<file path="config.mk">
export PLATFORM = sky130hd
export DESIGN_NAME = pipe_if
export DESIGN_NICKNAME = d
export VERILOG_FILES = /design/src/rtl/pipe_if.sv
export SDC_FILE = /design/constraint.sdc
export NUM_CORES = 1
export LEC_CHECK = 0
export ABC_AREA = 1
export CORE_MARGIN = 10
export CORE_UTILIZATION = 49
export CTS_BUF_LIST = sky130_fd_sc_hd__clkbuf_4
export CTS_CLUSTER_SIZE = 40
export DETAILED_ROUTE_END_ITERATION = 10
export GPL_ROUTABILITY_DRIVEN = 0
export PLACE_DENSITY = 0.75
export REMOVE_ABC_BUFFERS = 1
export SYNTH_ARGS = -nofsm -noshare
export SYNTH_HDL_FRONTEND = slang
export SYNTH_SLANG_ARGS = --single-unit
</file>
<file path="constraint.sdc">
create_clock -name clk -period 7.2 [get_ports clk]
set_input_delay 1.08 -clock clk [delete_from_list [all_inputs] [get_ports clk]]
set_output_delay 1.08 -clock clk [all_outputs]
set_load 0.05 [all_outputs]
</file>
<file path="src/rtl/pipe_if.sv">
// ---------------------------------------------------------------------------
// pipe_if -- RV32I instruction-fetch stage.
//
// Fetches each 32-bit instruction as four little-endian bytes from a
// byte-wide memory port. Hands {inst, pc_out} to decode over a 4-phase
// down_syn/down_ack handshake. Accepts PC redirects from the execute stage.
//
// Optional feature macro: IF_MISALIGN_CHK_EN
//   defined   -> an unaligned PC is not fetched. NOP_INST is delivered with
//                misalign=1 instead.
//   undefined -> an unaligned PC is fetched byte-by-byte. misalign is tied 0.
//
// Parameters
//   RESET_PC   PC loaded on reset
//   NOP_INST   instruction substituted for a misaligned fetch (option only)
//
// Ports
//   clk        in   1   clock, rising edge
//   rst        in   1   asynchronous active-high reset
//   mem_req    out  1   byte read request, held until mem_valid
//   mem_addr   out  32  byte address, stable while mem_req=1
//   mem_rdata  in   8   returned byte
//   mem_valid  in   1   one-cycle pulse, data for current mem_addr
//   redir_e    in   1   redirect strobe from execute
//   redir_pc   in   32  redirect target
//   down_syn   out  1   instruction available to decode
//   down_ack   in   1   decode acknowledge
//   inst       out  32  fetched instruction, stable while down_syn=1
//   pc_out     out  32  address of inst
//   misalign   out  1   delivered instruction came from an unaligned PC
// ---------------------------------------------------------------------------
module pipe_if #(
    parameter logic [31:0] RESET_PC = 32'h0000_0000
`ifdef IF_MISALIGN_CHK_EN
    , parameter logic [31:0] NOP_INST = 32'h0000_0013
`endif
) (
    input  logic        clk,
    input  logic        rst,
    output logic        mem_req,
    output logic [31:0] mem_addr,
    input  logic [7:0]  mem_rdata,
    input  logic        mem_valid,
    input  logic        redir_e,
    input  logic [31:0] redir_pc,
    output logic        down_syn,
    input  logic        down_ack,
    output logic [31:0] inst,
    output logic [31:0] pc_out,
    output logic        misalign
);

    typedef enum logic [1:0] {FETCH, OFFER, RELEASE} state_t;

    state_t      state;
    logic [31:0] pc;
    logic [31:0] redir_tgt;
    logic        redir_pend;
    logic [1:0]  byte_cnt;

`ifdef IF_MISALIGN_CHK_EN
    logic        mis_flag;
    assign misalign = mis_flag;
`else
    assign misalign = 1'b0;
`endif

    // A FETCH cycle with mem_req low is the entry cycle, where no byte is outstanding.
    // Once a byte is outstanding, the address is held until that byte returns.
    // A redirect that arrives meanwhile is parked in redir_pend/redir_tgt.
    // The returned byte is then dropped.
    // On the last byte the stage moves to OFFER, so down_syn rises
    // five cycles after FETCH entry when memory has zero wait states.
    always_ff @(posedge clk or posedge rst) begin
        if (rst) begin
            state      <= FETCH;
            pc         <= RESET_PC;
            redir_tgt  <= 32'h0;
            redir_pend <= 1'b0;
            byte_cnt   <= 2'd0;
            mem_req    <= 1'b0;
            mem_addr   <= RESET_PC;
            down_syn   <= 1'b0;
            inst       <= 32'h0;
            pc_out     <= 32'h0;
`ifdef IF_MISALIGN_CHK_EN
            mis_flag   <= 1'b0;
`endif
        end else begin
            case (state)
                FETCH: begin
                    if (!mem_req) begin
                        if (redir_e) begin
                            pc       <= redir_pc;
                            byte_cnt <= 2'd0;
`ifdef IF_MISALIGN_CHK_EN
                        end else if (pc[1:0] != 2'b00) begin
                            inst     <= NOP_INST;
                            mis_flag <= 1'b1;
                            pc_out   <= pc;
                            down_syn <= 1'b1;
                            state    <= OFFER;
`endif
                        end else begin
                            mem_req  <= 1'b1;
                            mem_addr <= pc;
                            byte_cnt <= 2'd0;
                        end
                    end else if (mem_valid) begin
                        if (redir_e || redir_pend) begin
                            // The byte belongs to an abandoned fetch, so it is dropped.
                            // A same-cycle redirect beats a parked redirect.
                            pc         <= redir_e ? redir_pc : redir_tgt;
                            redir_pend <= 1'b0;
                            byte_cnt   <= 2'd0;
                            mem_req    <= 1'b0;
                        end else begin
                            inst[{byte_cnt, 3'b000} +: 8] <= mem_rdata;
                            if (byte_cnt == 2'd3) begin
                                mem_req  <= 1'b0;
                                byte_cnt <= 2'd0;
                                pc_out   <= pc;
                                down_syn <= 1'b1;
                                state    <= OFFER;
                            end else begin
                                byte_cnt <= byte_cnt + 2'd1;
                                mem_addr <= mem_addr + 32'd1;
                            end
                        end
                    end else if (redir_e) begin
                        redir_pend <= 1'b1;
                        redir_tgt  <= redir_pc;
                    end
                end

                OFFER: begin
                    if (redir_e) begin
                        redir_pend <= 1'b1;
                        redir_tgt  <= redir_pc;
                    end
                    if (down_ack) begin
                        down_syn <= 1'b0;
                        state    <= RELEASE;
                    end
                end

                RELEASE: begin
                    // When the handshake closes, the next PC is chosen.
                    // A redirect in this same cycle is newest, then a parked
                    // redirect, then sequential flow (which wraps at 2^32).
                    if (!down_ack) begin
                        pc         <= redir_e ? redir_pc :
                                      (redir_pend ? redir_tgt : pc + 32'd4);
                        redir_pend <= 1'b0;
`ifdef IF_MISALIGN_CHK_EN
                        mis_flag   <= 1'b0;
`endif
                        state      <= FETCH;
                    end else if (redir_e) begin
                        redir_pend <= 1'b1;
                        redir_tgt  <= redir_pc;
                    end
                end

                default: state <= FETCH;
            endcase
        end
    end

endmodule

</file>
==> reports/qor.csv, run 1 <==
stage,metric,value,unit
run_status,status,finished clean,
clock_network,# resized after CTS,0,
timing,Tightest Pin Transition,1182,ps
grt,first-pass GRT wire length,48320,um
worst_setup_path,critical path class,reg -> out,
floorplanning,width of the die,163.0,um
timing,Setup TNS Final,0,ps
yosys,Ys Warns,0,
yosys,Post-synth EDFFs,0,
placed_design,port buffer count,142,
clock_network,H-Tree Depth,4,
timing,worst rel slew slack,20.70,%
floorplanning,Initial Utilization,49.66,%
worst_setup_path,CP Capture Type,primary output,
timing,Setup Skew,21.34,ps
worst_setup_path,cells on worst reg2reg path,8,
worst_setup_path,WP data required,6120,ps
worst_setup_path,crit path from,mem_req$_DFFE_PP0P_,
worst_setup_path,Worst EP arrival,2680,ps
clock_network,Sink Count,167,
worst_setup_path,crit-path max FO,75,
timing,unrepaired setup endpoints after global routing,false,
finish,fin area,11790,um^2
yosys,number of distinct library cells after synthesis,42,
yosys,Area contributors post-synth,"dfrtp_1 (42%), nand2_1 (16%), o21ai_0 (7.7%), a21oi_1 (5.8%), inv_1 (4.9%)",
yosys,Post-Syn Area per Cell,6.936,um^2
routing,Via density,5.561,
routing,Detail Route Antenna Nets,0,
power,Worst IR Drop VDD,223.1,uV
power,Leakage,5.460,nW
yosys,Synth Instances,1444,
finish,Area growth syn-to-layout,17.75,%
clock_network,Worst-Skew Late Latency,600,ps
grt,Congestion Overflow GR,0,
clock_network,Clock Tree Buf Depth,2,
timing,Slew Limit Fails,0,
routing,drc violations,0,
floorplanning,# IOs,144,
power,Net Sw Frac,54.54,%
power,Gate power share,55.4,%
floorplanning,die height,163.0,um
grt,vias in the first global route,9325,
yosys,Synth top area share,41.72,%
clock_network,CTS Buf Count,17,
placed_design,post-DP HPWL,20990,um
yosys,ys async rst share,100.0,%
yosys,Synth top cells by count,"nand2_1 (439), dfrtp_1 (167), o21ai_0 (154)",
worst_setup_path,Worst Setup EP,mem_req,
grt,largest net degree at the start of global routing,109,
routing,total iterations of the first detailed-routing run,5,
job,max-cap check violation count,0,
yosys,Mapped Area,10020,um^2
power,Psw,2.748,mW
timing,Tcrit/Tclk final,52.26,%
finish,fin nets,1599,
clock_network,CTS Hold Buffers Added,0,
yosys,top_reg_cell synth,dfrtp_1,
timing,Final Setup Violations,0,
yosys,top-count cell post-synth,nand2_1,
clock_network,Post-CTS Repair Setup Buffers,0,
yosys,register bit count reported by yosys,167,
power,Reg power frac,33.1,%
timing,Fmax,0.2658,GHz
grt,Total GRT Usage,22.37,%
floorplanning,Core Area,20170,um^2
power,PD cells,427.2,nW/um^2
timing,final hold vios,0,
yosys,sequential-to-total area share from yosys stat,41.72,%
finish,share of cells above drive strength 1,4.633,%
worst_setup_path,CP Launch Type,flip-flop,
placed_design,DP Area,11500,um^2
clock_network,CTS tree,built,
routing,DRT iter0 DRCs,969,
worst_setup_path,Worst path max stage delay,960,ps
clock_network,clock root buffer,clkbuf_4,
grt,initial antenna violation count,1,
power,Clock power frac,11.5,%
routing,Detailed Route WL,30520,um
worst_setup_path,reg2reg start,redir_pend$_DFFE_PP0P_,
timing,Final min period,3762,ps
worst_setup_path,reg2reg end,mem_addr[7]$_DFFE_PP0P_,
clock_network,Clock transition at path regs,160,ps
worst_setup_path,sequence of cells on the critical path,buf_4 -> clkdlybuf4s50_1,
min_path,Hold WC Path Type,reg -> reg,
power,internal cell power,2.291,mW
routing,post-DR wirelength/cell,16.72,um
floorplanning,Cell Rows,52,
worst_setup_path,CP max stage cell,clkdlybuf4s50_1,
worst_setup_path,r2r setup slk,3660,ps
routing,Vias,10150,
yosys,Synth area leader,dfrtp_1,
floorplanning,DIE AREA,26560,um^2
[metrics by stage]
step | setup WS, ps | hold WS (ps) | cells | utilization, % | power [mW]
6_report | 3438 | 504.8 | 1825 | 58.47 | 5.039
5_1_grt | 3345 | 535.1 | 1825 | 58.47 | 5.422
4_1_cts | 3417 | 508.7 | 1824 | 58.46 | 5.020
3_5_place_dp | 2997 | 472.2 | 1792 | 57.03 | 4.440
3_3_place_gp | 3124 | 470.7 | 1792 | 57.03 | 4.365
2_1_floorplan | 1602 | 483.1 | 1373 | - | 3.490
[cell usage in the layout, fill, tap and decap left out, drive strengths merged, types with 2 or more instances in the layout]
cell type / Yosys / final
ha: 13 / 13
buf: 33 / 8
clkinv: 3 / 7
o21ai: 184 / 184
clkbuf: 38 / 17
or2: 2 / 2
nor2: 124 / 124
o22ai: 2 / 2
dfrtp: 167 / 167
mux2: 2 / 2
nand4: 22 / 22
inv: 139 / 148
clkdlybuf4s50: 0 / 141
a22oi: 6 / 6
nor3: 15 / 15
nand3: 89 / 89
a21oi: 117 / 117
a31oi: 7 / 7
o2bb2ai: 2 / 2
xor2: 10 / 10
o211ai: 18 / 18
nand2: 442 / 442
[worst max-delay path: cells and delay by family, from the launching register on]
kind,cells,cell delay [ps]
buffers and inverters,2,1640
flip-flops,1,410
[sequential cells by signal, indices dropped and copies added (netlist names)]
register,count
byte_cnt,2
down_syn,1
mem_req,1
redir_tgt,32
pc_out,32
state,2
mem_addr,32
inst,32
redir_pend,1
pc,32
[power by group through the flow]
| stage | clock network [mW] | logic [mW] | registers, mW |
|---|---|---|---|
| floorplan | 0 | 1.46 | 2.03 |
| global placement | 0 | 2.70 | 1.66 |
| detailed placement | 0 | 2.77 | 1.67 |
| CTS | 0.589 | 2.78 | 1.65 |
| global route | 0.630 | 3.09 | 1.71 |
| finish | 0.578 | 2.79 | 1.67 |
[how the worst min path moves through the flow]
stage | start | depth (start not counted) | to | slack (ps)
after global routing | pc_out[30]$_DFFE_PP0P_ | 2 | pc_out[30]$_DFFE_PP0P_ | 540
after global placement | pc_out[27]$_DFFE_PP0P_ | 2 | pc_out[27]$_DFFE_PP0P_ | 470
after floorplan | redir_tgt[0]$_DFFE_PP0P_ | 2 | redir_tgt[0]$_DFFE_PP0P_ | 480
after CTS | pc_out[1]$_DFFE_PP0P_ | 2 | pc_out[1]$_DFFE_PP0P_ | 510
after detailed placement | pc_out[1]$_DFFE_PP0P_ | 2 | pc_out[1]$_DFFE_PP0P_ | 470
final | pc_out[8]$_DFFE_PP0P_ | 2 | pc_out[8]$_DFFE_PP0P_ | 500
[routing by layer]
layer	global-route usage, %	wire length, um	vias up
met2	35.85	14030	454
met1	30.32	13300	4728
met5	0	0	-
met4	6.803	533	0
met3	3.741	2647	39
li1	-	-	4927
[logic make-up (layout without fill, tap and decap cells)]
| logic type | after synthesis | after routing | synth area share, % |
|---|---|---|---|
| compound gates | 342 | 342 | 18.23 |
| flops | 167 | 167 | 41.72 |
| other cells | 1 | 2 | 0.03744 |
| simple gates | 696 | 696 | 28.69 |
| mux | 2 | 2 | 0.2248 |
| buf+inv | 213 | 323 | 8.595 |
| fa+ha+maj | 13 | 13 | 1.624 |
| xor+xnor | 10 | 10 | 0.8744 |
[area by class of cell]
cell class / count / area, um^2
Antenna cell: 1 / 2.502
Clock buffer: 17 / 127.6
Clock inverter: 15 / 160.2
Fill cell: 1871 / 8376
Inverter: 142 / 538.0
Multi-Input combinational cell: 1064 / 4979
Sequential cell: 167 / 4180
Tap cell: 270 / 337.8
Timing Repair Buffer: 149 / 1469
(Power assumes the default switching activity.)
==> inputs of run 2 (changes only) <==
==> constraint.sdc (replaced) <==
create_clock -name clk -period 3.9 [get_ports clk]
set_input_delay 0.585 -clock clk [delete_from_list [all_inputs] [get_ports clk]]
set_output_delay 0.585 -clock clk [all_outputs]
set_load 0.05 [all_outputs]
==> reports/qor.csv, run 2 (synthesis gave the netlist of run 1 again) <==
stage,metric,value,unit
grt,Total GRT Usage,22.90,%
routing,Via density,5.529,
timing,unrepaired setup endpoints after global routing,false,
timing,Fmax,0.3340,GHz
clock_network,clock root buffer,clkbuf_4,
worst_setup_path,CP Capture Type,primary output,
worst_setup_path,critical path class,reg -> out,
finish,fin nets,1607,
routing,Detailed Route WL,30400,um
clock_network,Worst-Skew Late Latency,610,ps
placed_design,post-DP HPWL,21680,um
floorplanning,width of the die,163.0,um
power,PD cells,783.0,nW/um^2
routing,total iterations of the first detailed-routing run,5,
worst_setup_path,sequence of cells on the critical path,clkdlybuf4s50_1,
grt,vias in the first global route,9432,
worst_setup_path,CP Launch Type,flip-flop,
run_status,status,finished clean,
worst_setup_path,CP max stage cell,clkdlybuf4s50_1,
routing,Vias,10130,
timing,Final min period,2994,ps
floorplanning,Core Area,20170,um^2
timing,final hold vios,0,
clock_network,Clock transition at path regs,150,ps
timing,Tcrit/Tclk final,76.76,%
clock_network,Clock Tree Buf Depth,2,
floorplanning,Cell Rows,52,
clock_network,# resized after CTS,0,
power,Net Sw Frac,54.74,%
worst_setup_path,Worst path max stage delay,1000,ps
placed_design,placed insts,1800,
job,max-cap check violation count,0,
clock_network,Post-CTS Repair Setup Buffers,0,
power,Clock power frac,11.5,%
clock_network,H-Tree Depth,4,
worst_setup_path,WP data required,3310,ps
power,internal cell power,4.204,mW
timing,Min Hold Slack,457.1,ps
routing,Detail Route Antenna Nets,0,
timing,Slew Limit Fails,0,
worst_setup_path,CP Buf/Inv Count,1,
clock_network,CTS tree,built,
finish,Layout Cells excl Fill,1833,
grt,initial antenna violation count,1,
power,Reg power frac,33.3,%
power,Psw,5.085,mW
power,Gate power share,55.3,%
timing,Tightest Pin Transition,799.9,ps
worst_setup_path,crit-path max FO,29,
power,Leakage,5.504,nW
min_path,Hold WC Path Type,in -> reg,
routing,post-DR wirelength/cell,16.58,um
clock_network,CTS Buf Count,17,
clock_network,CTS Hold Buffers Added,0,
worst_setup_path,Worst EP arrival,2410,ps
routing,DRT iter0 DRCs,946,
placed_design,port buffer count,142,
grt,first-pass GRT wire length,49590,um
grt,Congestion Overflow GR,0,
routing,drc violations,0,
power,Worst IR Drop VDD,341.4,uV
finish,"most common cell after layout, fill and taps aside",nand2_1,
timing,worst rel slew slack,46.67,%
finish,share of cells above drive strength 1,5.186,%
worst_setup_path,Worst path top cell family by delay,buffers and inverters,
timing,Setup Skew,34.62,ps
timing,Final Setup Violations,0,
floorplanning,Initial Utilization,49.66,%
floorplanning,die height,163.0,um
floorplanning,# IOs,144,
finish,Area growth syn-to-layout,18.44,%
finish,most frequent cells in the layout,"nand2_1 (438), dfrtp_1 (166), o21ai_0 (154)",
floorplanning,DIE AREA,26560,um^2
power,Power Total,9.288,mW
timing,Setup TNS Final,0,ps
clock_network,Sink Count,167,
grt,largest net degree at the start of global routing,85,
## run 2: area by class of cell
cell class	count	area (um^2)
tap	270	337.8
fill	1907	8307
clock buffer	17	127.6
clock inverter	15	168.9
inverter	142	538.0
timing repair buffer	157	1529
multi-input combinational	1064	4979
sequential	167	4180
antenna	1	2.502
## run 2: final timing paths
kind / start / to / slack, ps / depth (start not counted)
setup / recovery: mem_req$_DFFE_PP0P_ / mem_req / 910 / 1
max in group asynchronous: rst / pc_out[11]$_DFFE_PP0P_ / 2510 / 3
hold reg to reg: pc_out[3]$_DFFE_PP0P_ / pc_out[3]$_DFFE_PP0P_ / 500 / 2
setup reg to reg: byte_cnt[0]$_DFFE_PP0P_ / inst[16]$_DFFE_PP0P_ / 1220 / 6
hold / removal: redir_e / mem_req$_DFFE_PP0P_ / 460 / 4
min in group asynchronous: rst / inst[25]$_DFFE_PP0P_ / 470 / 2
## run 2: through the flow
step	utilization, %	worst slack [ps]	cell area (um^2)
after floorplan	-	-1203	9688
after global placement	57.33	1326	11560
after detailed placement	57.33	1301	11560
after CTS	58.80	876.7	11860
after global routing	58.82	865.2	11860
final	58.82	906.2	11860
## run 2: power by group through the flow
stage / Combinational, mW / Sequential (mW) / Clock [mW]
after global routing: 5.71 / 3.17 / 1.16
after detailed placement: 5.08 / 3.10 / 0
after global placement: 4.99 / 3.07 / 0
after CTS: 5.11 / 3.06 / 1.08
after floorplan: 2.69 / 3.75 / 0
final: 5.13 / 3.09 / 1.07
## run 2: layer usage
layer  vias up  wire (um)  GRT usage [%]
met1      4735      13320          31.62
met4         0        463          5.984
li1       4941          -              -
met3        30       2579          4.499
met5         -          0              0
met2       428      14030          36.02
## run 2: tightest hold or removal path, delay by kind of cell
kind	cells	cell delay, ps
buffers and inverters	2	210
AOI/OAI and AO/OA	1	120
and+or+nand+nor	1	80
==> inputs of run 3 (changes only) <==
--- a/config.mk
+++ b/config.mk
@@ -12,7 +12,7 @@
 export CTS_CLUSTER_SIZE = 40
 export DETAILED_ROUTE_END_ITERATION = 10
 export GPL_ROUTABILITY_DRIVEN = 0
-export PLACE_DENSITY = 0.75
+export PLACE_DENSITY = 0.78
 export REMOVE_ABC_BUFFERS = 1
 export SYNTH_ARGS = -nofsm -noshare
 export SYNTH_HDL_FRONTEND = slang
==> constraint.sdc (replaced) <==
create_clock -name clk -period 2.49 [get_ports clk]
set_input_delay 0.3735 -clock clk [delete_from_list [all_inputs] [get_ports clk]]
set_output_delay 0.3735 -clock clk [all_outputs]
set_load 0.05 [all_outputs]
==> reports/qor.csv, run 3 (synthesis gave the netlist of run 1 again) <==
stage,metric,value,unit
run_status,status,finished clean,
timing,Final Setup Violations,0,
floorplanning,Initial Utilization,49.66,%
grt,Total GRT Usage,23.02,%
clock_network,Worst-Skew Late Latency,590,ps
timing,worst rel slew slack,49.46,%
worst_setup_path,Worst path top cell family by delay,buffers and inverters,
timing,Slew Limit Fails,0,
grt,vias in the first global route,9646,
timing,Final min period,2376,ps
timing,Min Hold Slack,116.7,ps
clock_network,CTS tree,built,
routing,Detail Route Antenna Nets,0,
clock_network,CTS Hold Buffers Added,0,
min_path,Hold WC Path Type,in -> async,
floorplanning,die height,163.0,um
clock_network,Post-CTS Repair Setup Buffers,0,
clock_network,CTS Buf Count,17,
finish,Sequential Area,4180,um^2
power,PD cells,1236,nW/um^2
routing,Detailed Route WL,30740,um
placed_design,pre-CTS setup slack,389.6,ps
clock_network,# resized after CTS,0,
worst_setup_path,Worst EP arrival,2000,ps
timing,Setup Skew,18.55,ps
routing,Vias,10220,
power,Clock power frac,11.0,%
floorplanning,# IOs,144,
finish,Area growth syn-to-layout,19.70,%
placed_design,post-DP HPWL,22130,um
power,Leakage,5.565,nW
finish,Multi-input gate area,4979,um^2
grt,initial antenna violation count,1,
timing,Tightest Pin Transition,758.1,ps
routing,DRT iter0 DRCs,882,
grt,largest net degree at the start of global routing,65,
clock_network,Sink Count,167,
worst_setup_path,CP Capture Type,primary output,
clock_network,H-Tree Depth,4,
finish,most frequent cells in the layout,"nand2_1 (438), dfrtp_1 (166), o21ai_0 (154)",
worst_setup_path,sequence of cells on the critical path,clkdlybuf4s50_1,
grt,first-pass GRT wire length,49550,um
placed_design,port buffer count,142,
timing,unrepaired setup endpoints after global routing,false,
worst_setup_path,Worst path max stage delay,870,ps
power,internal cell power,6.930,mW
worst_setup_path,CP Buf/Inv Count,1,
clock_network,Clock transition at path regs,160,ps
timing,Tcrit/Tclk final,95.41,%
power,Net Sw Frac,53.24,%
finish,"most common cell after layout, fill and taps aside",nand2_1,
finish,share of cells above drive strength 1,5.789,%
timing,Fmax,0.4209,GHz
routing,drc violations,0,
timing,final setup margin,114.3,ps
worst_setup_path,CP Launch Type,flip-flop,
job,max-cap check violation count,0,
power,Worst IR Drop VDD,636.9,uV
worst_setup_path,CP max stage cell,clkdlybuf4s50_1,
routing,Via density,5.547,
worst_setup_path,WP data required,2120,ps
worst_setup_path,crit-path max FO,7,
clock_network,clock root buffer,clkbuf_4,
routing,post-DR wirelength/cell,16.68,um
power,Gate power share,57.2,%
routing,total iterations of the first detailed-routing run,5,
worst_setup_path,critical path class,reg -> out,
power,Power Total,14.82,mW
clock_network,Clock Tree Buf Depth,2,
floorplanning,width of the die,163.0,um
floorplanning,DIE AREA,26560,um^2
finish,fill cell count,1896,
timing,final hold vios,0,
grt,Congestion Overflow GR,0,
power,Psw,7.890,mW
power,Reg power frac,31.8,%
floorplanning,Core Area,20170,um^2
finish,fin nets,1618,
floorplanning,Cell Rows,52,
run 3: power by group through the flow:
stage / combinational (mW) / clock, mW / sequential, mW
detailed placement: 8.38 / 0 / 4.73
floorplan: 4.21 / 0 / 5.88
global placement: 8.22 / 0 / 4.70
finish: 8.47 / 1.63 / 4.71
CTS: 8.42 / 1.66 / 4.68
global route: 9.35 / 1.76 / 4.84
run 3: metal layers:
metal  vias up  track usage (%)  share of wire, %
met1      4707            31.08                42
met4         0            8.934               2.8
li1       4953                -                 -
met5         -                0                 0
met3        56            4.803               9.9
met2       507            35.50                46
run 3: layout make-up:
type / count / share of cell area (%)
clock inverters: 13 / 1.211
flip-flops and latches: 167 / 34.87
clock buffers: 18 / 1.127
repair buffers: 168 / 13.94
inverters: 142 / 4.488
well taps: 270 / 2.818
diodes: 1 / 0.02087
multi-input cells: 1064 / 41.53
run 3: worst paths after layout:
path                                                from                 endpoint  slack [ps]  cells after the start
max in group asynchronous                            rst  mem_addr[6]$_DFFE_PP0P_        1740                      3
worst min register to register     pc_out[9]$_DFFE_PP0P_    pc_out[9]$_DFFE_PP0P_         500                      2
worst min-delay path                                 rst      inst[7]$_DFFE_PP0P_         120                      2
worst max-delay path            mem_addr[19]$_DFFE_PP0P_             mem_addr[19]         110                      1
min in group clk                                 redir_e  byte_cnt[1]$_DFFE_PP0P_         280                      4
worst max register to register      state[1]$_DFFE_PP0P_  mem_addr[3]$_DFFE_PP0P_         380                      8
run 3: through the flow:
| stage | TNS [ps] | instances | utilization [%] | area [um^2] |
|---|---|---|---|---|
| after floorplan | -596270 | 1373 | - | 9688 |
| after global placement | 0 | 1811 | 58.04 | 11710 |
| after detailed placement | 0 | 1811 | 58.04 | 11710 |
| after CTS | 0 | 1842 | 59.43 | 11990 |
| after global routing | 0 | 1843 | 59.44 | 11990 |
| final | 0 | 1843 | 59.44 | 11990 |
